`src/rtl/bus_arbiter.sv`:
```
// bus_arbiter: shares one classic-cycle (cyc/stb/ack) memory bus between the
// instruction-fetch port and the MEM-stage load/store port. MEM has fixed priority.
//
// Latency: request seen in IDLE at cycle 0 -> bus cycle from cycle 1 -> ack_o in
//   cycle 2+w (w = slave wait states) -> IDLE again the cycle after. Minimum 3 cycles per access.
// Backpressure: a requester holds req (and its address) until its ack. stallreq_o
//   asks ctrl to freeze the pipe while either request is still outstanding.
//
// Ports:
//   clk, rst                     clock, asynchronous active-low reset
//   if_req_i/if_addr_i           fetch request (read-only, full-word)
//   if_rdata_o/if_ack_o          fetch data and one-cycle completion pulse
//   flush_i                      cancels delivery of an in-flight fetch
//   mem_req_i/we/sel/addr/wdata  load/store request
//   mem_rdata_o/mem_ack_o        load data and one-cycle completion pulse
//   bus_*                        external classic-cycle bus master port
//   err_o                        one-cycle pulse when a bus cycle ends by timeout
//   stallreq_o                   combinational stall request to ctrl
module bus_arbiter #(
  parameter int TIMEOUT = 255  // BUSY cycles allowed before forced termination, 1..255
) (
  input  logic        clk,
  input  logic        rst,

  input  logic        if_req_i,
  input  logic [31:0] if_addr_i,
  output logic [31:0] if_rdata_o,
  output logic        if_ack_o,
  input  logic        flush_i,

  input  logic        mem_req_i,
  input  logic        mem_we_i,
  input  logic [3:0]  mem_sel_i,
  input  logic [31:0] mem_addr_i,
  input  logic [31:0] mem_wdata_i,
  output logic [31:0] mem_rdata_o,
  output logic        mem_ack_o,

  output logic        bus_cyc_o,
  output logic        bus_stb_o,
  output logic        bus_we_o,
  output logic [3:0]  bus_sel_o,
  output logic [31:0] bus_addr_o,
  output logic [31:0] bus_wdata_o,
  input  logic [31:0] bus_rdata_i,
  input  logic        bus_ack_i,

  output logic        err_o,
  output logic        stallreq_o
);

  typedef enum logic [1:0] {
    S_IDLE     = 2'd0,
    S_BUSY_IF  = 2'd1,
    S_BUSY_MEM = 2'd2,
    S_DONE     = 2'd3
  } state_e;

  // The counter holds the number of BUSY cycles already completed, so the
  // cycle in which it equals TIMEOUT-1 is the last one the slave is allowed.
  localparam logic [7:0] TO_LAST = 8'(TIMEOUT - 1);

  state_e      state_q, state_d;

  logic        cyc_q,       cyc_d;
  logic        we_q,        we_d;
  logic [3:0]  sel_q,       sel_d;
  logic [31:0] addr_q,      addr_d;
  logic [31:0] wdata_q,     wdata_d;
  logic [31:0] if_rdata_q,  if_rdata_d;
  logic [31:0] mem_rdata_q, mem_rdata_d;
  logic        if_ack_q,    if_ack_d;
  logic        mem_ack_q,   mem_ack_d;
  logic        err_q,       err_d;
  logic        cancel_q,    cancel_d;
  logic [7:0]  cnt_q,       cnt_d;

  logic        busy;
  logic        to_hit;
  logic        finish;
  logic        if_drop;
  logic [31:0] fin_rdata;

  assign busy      = (state_q == S_BUSY_IF) || (state_q == S_BUSY_MEM);
  assign to_hit    = (cnt_q == TO_LAST);
  // Slave ack wins over a coincident timeout: the data is real.
  assign finish    = busy && (bus_ack_i || to_hit);
  assign fin_rdata = bus_ack_i ? bus_rdata_i : 32'h0;
  // A fetch is dropped if it was flushed earlier or is flushed this very cycle.
  assign if_drop   = cancel_q || flush_i;

  // ---------------------------------------------------------------------------
  // State register
  // ---------------------------------------------------------------------------
  always_ff @(posedge clk or negedge rst) begin
    if (!rst) begin
      state_q <= S_IDLE;
    end else begin
      state_q <= state_d;
    end
  end

  // ---------------------------------------------------------------------------
  // Next-state logic. Requests are only looked at in IDLE, so a requester that
  // keeps req high through DONE is simply re-arbitrated as a new access.
  // ---------------------------------------------------------------------------
  always_comb begin
    state_d = state_q;
    case (state_q)
      S_IDLE: begin
        if (mem_req_i) begin
          state_d = S_BUSY_MEM;
        end else if (if_req_i) begin
          state_d = S_BUSY_IF;
        end
      end
      S_BUSY_IF, S_BUSY_MEM: begin
        if (finish) begin
          state_d = S_DONE;
        end
      end
      S_DONE: begin
        state_d = S_IDLE;
      end
      default: begin
        state_d = S_IDLE;
      end
    endcase
  end

  // ---------------------------------------------------------------------------
  // Output logic: next values for the registered bus/response outputs.
  // Bus fields default to holding, so they stay constant through BUSY.
  // ---------------------------------------------------------------------------
  always_comb begin
    cyc_d       = cyc_q;
    we_d        = we_q;
    sel_d       = sel_q;
    addr_d      = addr_q;
    wdata_d     = wdata_q;
    if_rdata_d  = if_rdata_q;
    mem_rdata_d = mem_rdata_q;
    if_ack_d    = 1'b0;
    mem_ack_d   = 1'b0;
    err_d       = 1'b0;
    cancel_d    = cancel_q;
    cnt_d       = cnt_q;

    case (state_q)
      S_IDLE: begin
        cancel_d = 1'b0;
        if (mem_req_i) begin
          cyc_d   = 1'b1;
          we_d    = mem_we_i;
          sel_d   = mem_sel_i;
          addr_d  = mem_addr_i;
          wdata_d = mem_wdata_i;
          cnt_d   = 8'h0;
        end else if (if_req_i) begin
          cyc_d    = 1'b1;
          we_d     = 1'b0;
          sel_d    = 4'hF;
          addr_d   = if_addr_i;
          wdata_d  = 32'h0;
          cnt_d    = 8'h0;
          // A flush on the launch edge already kills this fetch.
          cancel_d = flush_i;
        end
      end

      S_BUSY_IF: begin
        cnt_d    = (cnt_q == 8'hFF) ? cnt_q : cnt_q + 8'd1;
        cancel_d = if_drop;
        if (finish) begin
          cyc_d = 1'b0;
          err_d = ~bus_ack_i;
          // A cancelled fetch still finishes on the bus, but nothing is
          // delivered: no ack and the previous instruction word is kept.
          if (!if_drop) begin
            if_ack_d   = 1'b1;
            if_rdata_d = fin_rdata;
          end
        end
      end

      S_BUSY_MEM: begin
        cnt_d = (cnt_q == 8'hFF) ? cnt_q : cnt_q + 8'd1;
        if (finish) begin
          cyc_d       = 1'b0;
          err_d       = ~bus_ack_i;
          mem_ack_d   = 1'b1;
          mem_rdata_d = fin_rdata;
        end
      end

      S_DONE: begin
        // ack/err pulses fall back to 0 via the defaults.
      end

      default: begin
        cyc_d = 1'b0;
      end
    endcase
  end

  // ---------------------------------------------------------------------------
  // Datapath registers
  // ---------------------------------------------------------------------------
  always_ff @(posedge clk or negedge rst) begin
    if (!rst) begin
      cyc_q       <= 1'b0;
      we_q        <= 1'b0;
      sel_q       <= 4'h0;
      addr_q      <= 32'h0;
      wdata_q     <= 32'h0;
      if_rdata_q  <= 32'h0;
      mem_rdata_q <= 32'h0;
      if_ack_q    <= 1'b0;
      mem_ack_q   <= 1'b0;
      err_q       <= 1'b0;
      cancel_q    <= 1'b0;
      cnt_q       <= 8'h0;
    end else begin
      cyc_q       <= cyc_d;
      we_q        <= we_d;
      sel_q       <= sel_d;
      addr_q      <= addr_d;
      wdata_q     <= wdata_d;
      if_rdata_q  <= if_rdata_d;
      mem_rdata_q <= mem_rdata_d;
      if_ack_q    <= if_ack_d;
      mem_ack_q   <= mem_ack_d;
      err_q       <= err_d;
      cancel_q    <= cancel_d;
      cnt_q       <= cnt_d;
    end
  end

  // ---------------------------------------------------------------------------
  // Outputs
  // ---------------------------------------------------------------------------
  assign bus_cyc_o   = cyc_q;
  assign bus_stb_o   = cyc_q;
  assign bus_we_o    = we_q;
  assign bus_sel_o   = sel_q;
  assign bus_addr_o  = addr_q;
  assign bus_wdata_o = wdata_q;
  assign if_rdata_o  = if_rdata_q;
  assign mem_rdata_o = mem_rdata_q;
  assign mem_ack_o   = mem_ack_q;
  assign err_o       = err_q;

  // A flush arriving in the DONE cycle itself must still squash the fetch
  // ack, so this one output gets a combinational gate after its register.
  assign if_ack_o    = if_ack_q & ~flush_i;

  assign stallreq_o  = (if_req_i & ~if_ack_o) | (mem_req_i & ~mem_ack_o);

endmodule

```
`config.mk`:
```
export PLATFORM = sky130hd
export DESIGN_NAME = bus_arbiter
export DESIGN_NICKNAME = d
export VERILOG_FILES = /design/src/rtl/bus_arbiter.sv
export SDC_FILE = /design/constraint.sdc
export NUM_CORES = 1
export LEC_CHECK = 0
export ABC_AREA = 1
export BUFFER_PORTS_ARGS = -buffer_cell sky130_fd_sc_hd__buf_2
export CAP_MARGIN = 5
export CORE_ASPECT_RATIO = 0.8
export CORE_MARGIN = 1.5
export CORE_UTILIZATION = 40
export CTS_BUF_LIST = sky130_fd_sc_hd__clkbuf_4 sky130_fd_sc_hd__clkbuf_8
export CTS_CLUSTER_DIAMETER = 30
export DETAILED_ROUTE_END_ITERATION = 8
export PLACE_DENSITY = 0.79
export SLEW_MARGIN = 20
export SYNTH_ARGS = -nofsm -noshare
export SYNTH_HDL_FRONTEND = slang
export SYNTH_SLANG_ARGS = --single-unit
```
`constraint.sdc`:
```
create_clock -name clk -period 2.04 [get_ports clk]
set_input_delay 0.408 -clock clk [delete_from_list [all_inputs] [get_ports clk]]
set_output_delay 0.408 -clock clk [all_outputs]
set_load 0.01 [all_outputs]
```
==> impl_metrics.csv, run 1 <==
group,metric,value,unit
status,outcome,"finished, final reports clean",
critical_path,crit_chain,"inv_1, ha_2, inv_1, o21ai_1, nand2_2, inv_1, nand2_1, o21ai_1",
clock_tree,htreeDepth,4,
timing,max_freq,0.556,GHz
place,gp_congestion,0.860,
routing,dr.pass1.iters,5,
clock_tree,cts_root_buffer,"clkbuf_8",
routing,viasPerCell,5.00,
timing,drv_slew,0,
floorplanning,ios,278,
yosys,synth_largest_area_cell,"dfrtp_1",
critical_path,critical_path.endpoint_type,"register",
timing,maxSlewHeadroom,0.594,
clock_tree,cts_buffer_depth,2,
timing,timing.final.crit_period,1.80,ns
critical_path,crit_path_max_fanout,13,
yosys,synth_area_per_cell,8.97,um^2
clock_tree,cts_tree,"built",
floorplanning,initial_core_util,0.414,
routing,drc,0,
yosys,yosysWarnings,0,
grt,grt_pass1_wl,29300,um
critical_path,critical_path_arrival,2.16,ns
clock_tree,cts_buffers,17,
routing,antenna_left,0,
grt,grt_pass1_vias,5589,
final_layout,final_cell_mix,"buf_2, nand2_1, dfrtp_1",
yosys,synth_top_cell_area_share,0.560,
critical_path,cp.depth,8,
routing,drt-total-wl,18700,um
yosys,ys_types,32,
yosys,synthMuxAreaShare,0,
floorplanning,die_height,118,um
yosys,synth_seq_cells,148,
critical_path,worstPathRequired,2.40,ns
routing,via_count,6127,
floorplanning,num_rows,41,
place,portBuffers,277,
yosys,synth-simple-area-share,0.255,
routing,drt_iter0_markers,397,
timing,worst_pin_slew,0.609,ns
grt,grt_max_degree,70,
clock_tree,clock_sinks,148,
floorplanning,core_area,16000,um^2
critical_path,r2r-start,"state_q[0]$_DFFE_PN0P_",
clock_tree,clkLatencyLatePin,0.44,ns
critical_path,crit_top_cell,"inv_1",
critical_path,path_buf_inv,3,
yosys,synth_fa_ha_area_frac,0.0114,
timing,fin_crit_sh,0.882,
grt,grtUsageTotal,0.216,
timing,fin_worst_skew,0.0152,ns
power,p_total,0.0122,W
critical_path,startpoint_type,"register",
timing,hold_viol,0,
critical_path,rr_worst_depth,8,
place,dp_hpwl,13700,um
critical_path,startpoint,"state_q[0]$_DFFE_PN0P_",
critical_path,critPathKind,"register to register",
timing,rsz0062_at_grt,"no",
timing,setup_violations,0,
clock_tree,clkTransAtPathRegs,0.09,ns
final_layout,layout_commonest_cell,"buf_2",
yosys,synth_top_family_by_area,"simple AND/OR/NAND/NOR gates",
critical_path,slowest_delay,0.40,ns
yosys,syn_inst,737,
grt,grt-ovfl-total,0,
power,p_leak,4.85,nW
grt,antenna_found_initial,1,
floorplanning,die_x,147,um
critical_path,crit_end,"cnt_q[2]$_DFFE_PN0P_",
floorplanning,die_area,17300,um^2
yosys,syn-num-nets,882,
routing,wl_per_cell,15.3,um
timing,fin_tns_setup,0,ns
flow_run,maxCapViolCount,0,
clock_tree,post_cts_buffers,0,
final_layout,area_delta_synth_final,29.5,%
yosys,synth.cell_area,6610,um^2
critical_path,regToRegEndpoint,"cnt_q[2]$_DFFE_PN0P_",
yosys,seq_area_frac_synth,0.560,
critical_path,critPathTopFamily,"adder cells",
yosys,synth_area_leaders,"dfrtp_1, nand2_1, nand4_1",
final_layout,drive_above_1_share,0.331,
critical_path,r2r_slack,0.24,ns
hold_path,hold_class,"primary input to register",
yosys,synth-xor-area-share,0.00133,
final_layout,nNetsFinal,1141,
power,power_density,1420,nW/um^2
power,ir_drop,755,uV
critical_path,cpMaxStageDelayCell,"ha_2",
yosys,synth_compound_area_frac,0.0958,
logic make-up (layout without fill, tap and decap cells):
group	Yosys count	after routing
compound gates	86	86
other cells	0	1
simple gates	388	388
xor+xnor	1	1
buf+inv	108	380
flops	148	148
fa+ha+maj	6	6
cell usage after synthesis:
master,number
a21oi_1,1
a22o_1,33
a31oi_1,32
a41oi_1,1
buf_1,4
buf_2,17
buf_4,5
buf_6,8
clkbuf_1,19
clkinv_1,1
dfrtp_1,148
ha_1,6
inv_1,53
inv_2,1
nand2_1,262
nand2_2,1
nand2_4,1
nand3_1,13
nand3_4,2
nand4_1,64
nor2_1,42
nor2_2,1
nor2_4,1
o211ai_1,1
o21ai_0,5
o21ai_1,5
o21ai_4,1
o21bai_1,2
o22a_1,4
o22ai_1,1
or2_1,1
xor2_1,1
worst min-delay path by stage:
stage | start | endpoint | slack [ns] | cells after the start
finish | mem_we_i | bus_we_o$_DFFE_PN0P_ | 0.18 | 2
global route | mem_wdata_i[16] | bus_wdata_o[16]$_DFFE_PN0P_ | 0.14 | 2
CTS | mem_wdata_i[25] | bus_wdata_o[25]$_DFFE_PN0P_ | 0.13 | 2
detailed placement | rst | mem_rdata_o[27]$_DFFE_PN0P_ | 0.33 | 1
global placement | rst | mem_rdata_o[25]$_DFFE_PN0P_ | 0.33 | 1
floorplan | rst | bus_addr_o[0]$_DFFE_PN0P_ | 0.11 | 0
per-stage QoR:
| stage | hold slack (ns) | std cells | util | area, um^2 | setup WS, ns |
|---|---|---|---|---|---|
| global placement | 0.331 | 1191 | 0.509 | 8120 | 0.306 |
| CTS | 0.133 | 1224 | 0.536 | 8550 | 0.174 |
| finish | 0.180 | 1225 | 0.536 | 8560 | 0.241 |
| detailed placement | 0.331 | 1191 | 0.509 | 8120 | 0.189 |
| floorplan | 0.112 | 737 | - | 6610 | 0.374 |
| global route | 0.139 | 1225 | 0.536 | 8560 | 0.0489 |
what timing repair did:
action,4_1_cts,5_1_grt
endpoints found under the setup margin,0,1
hold buffers,1,0
resized for setup,0,1
hold endpoints to repair,36,0
power breakdown:
part	leakage, nW	internal [W]	switching [W]	total [W]
sequential	1.86	0.00408	0.000640	0.00472
clock	0.209	0.00124	0.00117	0.00241
combinational	2.78	0.00192	0.00313	0.00505
registers in the layout (all words and copies together), names as in the netlist:
| name | count |
|---|---|
| if_ack_q | 1 |
| bus_wdata_o | 32 |
| if_rdata_o | 32 |
| err_o | 1 |
| bus_addr_o | 32 |
| bus_we_o | 1 |
| cnt_q | 8 |
| bus_cyc_o | 1 |
| bus_sel_o | 4 |
| mem_rdata_o | 32 |
| mem_ack_o | 1 |
| cancel_q | 1 |
| state_q | 2 |
cell type report:
cell class	instances	area [um^2]
diodes	1	2.50
clock buffers	18	241
clock inverters	14	175
fillers	1509	7400
inverters	55	206
multi-input cells	481	2400
flip-flops and latches	148	3700
well taps	215	269
repair buffers	293	1550
per-layer routing:
| metal | vias up | GRT usage | share of wire |
|---|---|---|---|
| li1 | 2964 | - | - |
| met1 | 2896 | 0.289 | 0.44 |
| met2 | 256 | 0.341 | 0.47 |
| met3 | 11 | 0.0578 | 0.078 |
| met4 | 0 | 0.0682 | 0.0080 |
| met5 | - | 0 | 0 |
(Power assumes the default switching activity.)
==> inputs of run 2 (changes only) <==
--- a/config.mk
+++ b/config.mk
@@ -15,6 +15,7 @@
 export CTS_CLUSTER_DIAMETER = 30
 export DETAILED_ROUTE_END_ITERATION = 8
 export PLACE_DENSITY = 0.79
+export REMOVE_ABC_BUFFERS = 1
 export SLEW_MARGIN = 20
 export SYNTH_ARGS = -nofsm -noshare
 export SYNTH_HDL_FRONTEND = slang
==> run 2 against run 1 <==
Compared with the run above: sequential power barely moved; worst hold slack worse by 0.034 ns; largest power group unchanged; sequential share of layout area is 0.25 points lower; critical path type unchanged.
==> impl_metrics.csv, run 2 (synthesized netlist as in run 1, its figures left out) <==
group,metric,value,unit
clock_tree,cts_root_buffer,"clkbuf_8",
routing,dr.pass1.iters,5,
clock_tree,cts_buffers,17,
timing,hold_viol,0,
power,p_total,0.0121,W
place,place_inst,1194,
clock_tree,post_cts_buffers,0,
flow_run,maxCapViolCount,0,
hold_path,hold_class,"primary input to register",
clock_tree,cts.repair.resized,0,
final_layout,area_delta_synth_final,30.2,%
timing,hold_ws,0.145,ns
floorplanning,core_area,16000,um^2
final_layout,drive_above_1_share,0.332,
clock_tree,htreeDepth,4,
critical_path,crit_path_max_fanout,13,
place,portBuffers,277,
grt,antenna_found_initial,4,
final_layout,nNetsFinal,1144,
timing,fin_crit_sh,0.916,
clock_tree,cts_buffer_depth,2,
critical_path,critPathKind,"register to register",
timing,fin_worst_skew,0.0157,ns
critical_path,regToRegEndpoint,"cnt_q[2]$_DFFE_PN0P_",
floorplanning,die_area,17300,um^2
timing,drv_slew,0,
floorplanning,die_x,147,um
floorplanning,num_rows,41,
final_layout,final_cell_mix,"buf_2, nand2_1, dfrtp_1",
timing,maxSlewHeadroom,0.667,
routing,drt_iter0_markers,341,
timing,rsz0062_at_grt,"no",
routing,wl_per_cell,15.3,um
floorplanning,die_height,118,um
power,ir_drop,711,uV
routing,antenna_left,0,
grt,grt-ovfl-total,0,
routing,viasPerCell,5.01,
grt,grtUsageTotal,0.223,
clock_tree,cts_tree,"built",
status,outcome,"finished, final reports clean",
critical_path,critical_path_arrival,2.26,ns
critical_path,worstPathRequired,2.43,ns
critical_path,r2r-start,"state_q[1]$_DFFE_PN0P_",
clock_tree,clkTransAtPathRegs,0.11,ns
grt,grt_max_degree,57,
hold_path,hold_path_end,"bus_wdata_o[19]$_DFFE_PN0P_",
clock_tree,clock_sinks,148,
timing,setup_violations,0,
critical_path,rr_worst_depth,8,
clock_tree,clkLatencyLatePin,0.47,ns
floorplanning,initial_core_util,0.414,
routing,via_count,6159,
critical_path,startpoint_type,"register",
power,p_leak,4.87,nW
timing,fin_tns_setup,0,ns
final_layout,layout_commonest_cell,"buf_2",
floorplanning,ios,278,
timing,worst_pin_slew,0.499,ns
timing,timing.final.crit_period,1.87,ns
critical_path,r2r_slack,0.17,ns
grt,grt_pass1_vias,5789,
place,gp_congestion,0.819,
final_layout,stdcell_count,1230,
place,dp_hpwl,13600,um
timing,max_freq,0.535,GHz
hold_path,hp-start,"mem_wdata_i[19]",
routing,drc,0,
grt,grt_pass1_wl,30200,um
routing,drt-total-wl,18900,um
hold_path,whs_path_depth,2,
power,power_density,1410,nW/um^2
clock_tree,postCtsHoldBufs,1,
critical_path,critical_path.endpoint_type,"register",
## run 2: cell types whose count changed in the layout (fill, tap and decap cells not counted), moves of 2 or more
cell       before  now
buf_12          3    5
bufinv_16       3    0
clkinv_2        3    0
clkinv_8        0    4
diode_2         1    3
inv_6           3    1
inv_8           1    6
## run 2: cell type report
class                   count  area (um^2)
diodes                      3         7.51
clock buffers              17          234
clock inverters            15          181
fillers                  1466         7350
inverters                  55          206
multi-input cells         481         2400
flip-flops and latches    148         3700
well taps                 215          269
repair buffers            296         1600
## run 2: per-stage QoR
step           setup WS, ns  instance area (um^2)   util
2_1_floorplan        -0.836                  6310      -
3_3_place_gp          0.308                  8170  0.512
3_5_place_dp          0.193                  8170  0.512
4_1_cts               0.172                  8600  0.539
5_1_grt              0.0195                  8600  0.539
6_report              0.171                  8600  0.539
## run 2: critical path, stage by stage (launching register included)
cell,delay (ns)
dfrtp_1,0.39
inv_1,0.09
ha_2,0.39
inv_1,0.10
o21ai_1,0.18
nand2_1,0.28
inv_1,0.21
nand2_1,0.08
o21ai_1,0.07
## run 2: routing by layer
metal  vias up  track usage  share of wire
met3        32       0.0736          0.086
li1       2972            -              -
met2       249        0.345           0.46
met4         2       0.0878          0.023
met5         -            0        0.00069
met1      2904        0.288           0.43
## run 2: worst max path at each step
stage,start,slack [ns],cells past startpoint,endpoint
2_1_floorplan,state_q[0]$_DFFE_PN0P_,-0.84,8,cnt_q[2]$_DFFE_PN0P_
5_1_grt,state_q[1]$_DFFE_PN0P_,0.02,8,cnt_q[2]$_DFFE_PN0P_
3_3_place_gp,state_q[0]$_DFFE_PN0P_,0.31,6,if_rdata_o[10]$_DFFE_PN0P_
4_1_cts,state_q[1]$_DFFE_PN0P_,0.17,8,cnt_q[2]$_DFFE_PN0P_
6_report,state_q[1]$_DFFE_PN0P_,0.17,8,cnt_q[2]$_DFFE_PN0P_
3_5_place_dp,state_q[1]$_DFFE_PN0P_,0.19,8,cnt_q[2]$_DFFE_PN0P_
## run 2: power breakdown
group          switching (W)  internal, W  total (W)
logic                0.00312      0.00196    0.00508
registers           0.000653      0.00408    0.00473
clock network        0.00138     0.000947    0.00233
